==> src/rtl/fpga1_transmitter.sv <==
// fpga1_transmitter: 4-phase req/ack word transmitter to a peer FPGA with synchronized handshake inputs.
// Defining FPGA1_TX_TIMEOUT_EN adds a handshake-stall timeout of TIMEOUT_CYCLES clocks.
module fpga1_transmitter #(
    parameter int TIMEOUT_CYCLES = 1024
) (
    input  logic        clk,
    input  logic        rst_n,
    input  logic [31:0] tx_data,
    input  logic        tx_valid,
    output logic        tx_ready,
    output logic        tx_done,
    output logic        busy,
    output logic [31:0] data_out,
    output logic        req_out,
    input  logic        rdy_in,
    input  logic        ack_in,
    output logic        peer_rdy,
    output logic        timeout_err
);
    typedef enum logic [1:0] {IDLE, REQ, RELEASE} state_t;
    state_t      state_q, state_d;
    logic [1:0]  ack_sync_q, rdy_sync_q;
    logic [31:0] data_q, data_d;
    logic        req_q, req_d;
    logic        ack_s, tout, aborted;

    assign ack_s    = ack_sync_q[1];
    assign peer_rdy = rdy_sync_q[1];
    assign tx_ready = state_q == IDLE;
    assign busy     = state_q != IDLE;
    assign data_out = data_q;
    assign req_out  = req_q;

`ifdef FPGA1_TX_TIMEOUT_EN
    localparam int CW = $clog2(TIMEOUT_CYCLES + 1);
    logic [CW-1:0] cnt_q, cnt_d;
    logic          abort_q, abort_d;
    assign cnt_d   = (state_d == state_q && state_q != IDLE) ? cnt_q + 1'b1 : '0;
    assign tout    = state_q != IDLE && cnt_q == CW'(TIMEOUT_CYCLES - 1);
    // a word abandoned in REQ must not report tx_done when the peer finally releases
    assign abort_d = state_d == IDLE ? 1'b0 : (state_q == REQ && timeout_err) ? 1'b1 : abort_q;
    assign aborted = abort_q;
    always_ff @(posedge clk or negedge rst_n) begin
        if (!rst_n) begin
            cnt_q   <= '0;
            abort_q <= 1'b0;
        end else begin
            cnt_q   <= cnt_d;
            abort_q <= abort_d;
        end
    end
`else
    assign tout    = 1'b0;
    assign aborted = 1'b0;
`endif

    always_comb begin
        state_d     = state_q;
        data_d      = data_q;
        req_d       = req_q;
        tx_done     = 1'b0;
        timeout_err = 1'b0;
        unique case (state_q)
            IDLE: if (tx_valid) begin
                data_d  = tx_data;
                req_d   = 1'b1;
                state_d = REQ;
            end
            REQ: if (ack_s || tout) begin
                timeout_err = !ack_s;
                req_d       = 1'b0;
                state_d     = RELEASE;
            end
            RELEASE: if (!ack_s || tout) begin
                tx_done     = !ack_s && !aborted;
                timeout_err = ack_s;
                state_d     = IDLE;
            end
            default: state_d = IDLE;
        endcase
    end

    always_ff @(posedge clk or negedge rst_n) begin
        if (!rst_n) begin
            state_q    <= IDLE;
            data_q     <= '0;
            req_q      <= 1'b0;
            ack_sync_q <= '0;
            rdy_sync_q <= '0;
        end else begin
            state_q    <= state_d;
            data_q     <= data_d;
            req_q      <= req_d;
            ack_sync_q <= {ack_sync_q[0], ack_in};
            rdy_sync_q <= {rdy_sync_q[0], rdy_in};
        end
    end
endmodule

==> config.mk <==
export PLATFORM = sky130hd
export DESIGN_NAME = fpga1_transmitter
export DESIGN_NICKNAME = d
export VERILOG_FILES = /design/src/rtl/fpga1_transmitter.sv
export SDC_FILE = /design/constraint.sdc
export NUM_CORES = 1
export LEC_CHECK = 0
export CORE_MARGIN = 1
export CORE_UTILIZATION = 30
export CTS_BUF_LIST = sky130_fd_sc_hd__clkbuf_4 sky130_fd_sc_hd__clkbuf_8 sky130_fd_sc_hd__clkbuf_16
export CTS_CLUSTER_DIAMETER = 60
export DETAILED_ROUTE_END_ITERATION = 12
export PLACE_DENSITY_LB_ADDON = 0.25
export REMOVE_ABC_BUFFERS = 1
export SLEW_MARGIN = 20
export SYNTH_ARGS = -nofsm -noshare
export SYNTH_HDL_FRONTEND = slang
export SYNTH_SLANG_ARGS = --single-unit
==> constraint.sdc <==
create_clock -name clk -period 1.53 [get_ports clk]
set_clock_uncertainty 0.1 [all_clocks]
set_input_delay 0.306 -clock clk [delete_from_list [all_inputs] [get_ports clk]]
set_output_delay 0.306 -clock clk [all_outputs]
set_load 0.05 [all_outputs]
==> metrics.yaml <==
maxCapViolations: 0
final_hold_viol_count: 0
fmax_ghz: 0.630
core_um2: 5140
die_h_um: 75.1
synth.yosys.seq_area_share: 0.608
ys_types: 16
globalRouteOverflowTotal: 0
dpl.hpwl_um: 2820
grt_use_total: 0.142
power.density_nw_per_um2: 2760
portBuffers: 73
power.leakage_nw: 1.35
vias_per_cell: 4.23
setup_viol: 33
die_x_um: 75.1
cts_root_buf: "clkbuf_8"
synth_cells: 90
synth_area_um2: 1600
grt_pass1_vias: 1175
grt_max_degree: 20
dp.cells: 237
p_sw_mw: 3.37
cts_buffers: 5
grt_pass1_wl_um: 5790
yosysWarnings: 0
cts.sinks: 39
path_clk_slew_ns: 0.07
cts_tree: "built"
post_dp_cell_area_um2: 2810
peakVddDrop_v: 0.00119
power_switching_share: 0.411
syn_area_per_cell_um2: 17.8
end_kind: "register"
seq_area_um2: 977
dieArea_um2: 5640
period_minus_slack_ns: 1.59
multiInputGateArea_um2: 557
synthArstFlopShare: 1.00
yosys_most_used_dff: "dfrtp_1"
whs_ns: 0.259
fin_crit_sh: 1.04
cts-htree-levels: 2
nFillCells: 428
hold_path_class: "register to register"
fin_nets: 214
finalInstanceArea_um2: 2970
ys_top_cells_by_area: "dfrtp_1 61%, mux2_4 28%, buf_12 3.7%"
post-place-ws_ns: -0.191
routed_wl_um: 3660
antenna_found_initial: 0
drt_iter0_drc: 19
p_seq_frac: 0.252
required_ns: 1.60
rows: 26
yosysTopAreaCell: "dfrtp_1"
ios: 75
power_mw: 8.20
fin_cells: 248
violations: "negative setup slack"
ant_nets: 0
clock_path_buffers: 2
combinationalPowerShare: 0.654
status: "finished with violations"
startpoint_type: "register"
arrival_ns: 1.65
antennaDiodeCount: 0
drtPass1Iterations: 3
synth_commonest_cells: "39 x dfrtp_1, 30 x mux2_4, 3 x buf_12, 3 x inv_1"
synth_most_common_cell: "dfrtp_1"
setup_ws_ns: -0.0565
start_util: 0.312
insertion_delay_ns: 0.28
drive_above_1_share: 0.528
synth_top_area_frac: 0.608
clkPwrFrac: 0.094
wire_per_inst_um: 14.8
via_count: 1048
cp_max_fo: 15
synth_edf_count: 0
ys_ff_latch: 39
rsz0062_at_grt: "yes"
slew_viol_final: 0
critPathKind: "register to register"
internal_power_mw: 4.83
drc: 0
gp_congestion: 0.735
area_growth_pct: 85.1
[final cells by class]
type | count | share of cell area
Timing Repair Buffer | 85 | 0.414
Clock buffer | 8 | 0.0350
Tap cell | 70 | 0.0295
Multi-Input combinational cell | 43 | 0.188
Inverter | 3 | 0.00464
Sequential cell | 39 | 0.329
[worst max-delay path, cell delays in order (launching register included)]
cell	delay, ns
dfrtp_2	0.44
nor2_2	0.13
buf_4	0.13
and2_4	0.17
buf_12	0.17
mux2_4	0.31
[power groups by stage]
stage	Combinational, mW	Sequential [mW]	Clock [mW]
6_report	5.36	2.07	0.767
5_1_grt	5.54	2.13	0.846
4_1_cts	5.39	2.07	0.799
3_5_place_dp	5.30	2.06	0
3_3_place_gp	5.21	2.05	0
2_1_floorplan	1.17	3.37	0
[worst paths after layout]
kind | startpoint | endpoint | slack, ns | cells after the start
worst max-delay path | state_q[0] | data_out[2] | -0.06 | 5
worst min-delay path | rdy_sync_q[0] | rdy_sync_q[1] | 0.26 | 0
worst max register to register | state_q[0] | data_out[2] | -0.06 | 5
worst min register to register | rdy_sync_q[0] | rdy_sync_q[1] | 0.26 | 0
max in group asynchronous | rst_n | rdy_sync_q[1] | 0.56 | 3
min in group asynchronous | rst_n | data_out[1] | 0.35 | 2
[through the flow]
stage                     setup TNS [ns]  utilization
after floorplan                   -16.47            -
after global placement             -4.69        0.547
after detailed placement           -5.10        0.547
after CTS                         -0.704        0.576
after global routing               -2.93        0.578
final                              -1.22        0.578
[repair_timing]
item | in CTS | in global routing
hold buffers | 1 | 0
setup endpoints to repair | 2 | 35
resized for setup | 7 | 1
endpoints found under the hold margin | 12 | 0
setup buffers | 1 | 1
pin swaps | 1 | 0
gates cloned | 0 | 0
[layer usage]
metal / part of all wire / global-route usage
met1: 0.36 / 0.161
met2: 0.55 / 0.243
met3: 0.073 / 0.0602
met4: 0.012 / 0.0440
met5: 0 / 0
[cells by family (layout without fill, tap and decap cells)]
family	count (synthesis)	after routing	share of synthesized area
AO/OA/AOI/OAI	3	3	0.00936
XOR/XNOR	1	1	0.00546
buffers and inverters	8	96	0.0562
flip-flops	39	39	0.608
multiplexers	33	33	0.301
other	1	1	0.00234
AND/OR/NAND/NOR	5	5	0.0172
[sequential cells by signal (all words and copies together) (netlist names)]
signal and count:
data_out 32, ack_sync_q 2, rdy_sync_q 2, state_q 2, req_out 1
[cell usage in the layout, fill, tap and decap left out, drive strengths merged]
cell / Yosys / layout
buf: 5 / 49
inv: 3 / 3
conb: 1 / 1
and2: 1 / 1
mux2i: 1 / 1
dlygate4sd3: 0 / 1
xnor2: 1 / 1
a21oi: 1 / 1
dfrtp: 39 / 39
o21ai: 2 / 2
mux2: 32 / 32
clkbuf: 0 / 8
nor2: 3 / 3
clkdlybuf4s50: 0 / 35
nor3: 1 / 1
(Power assumes the default switching activity.)
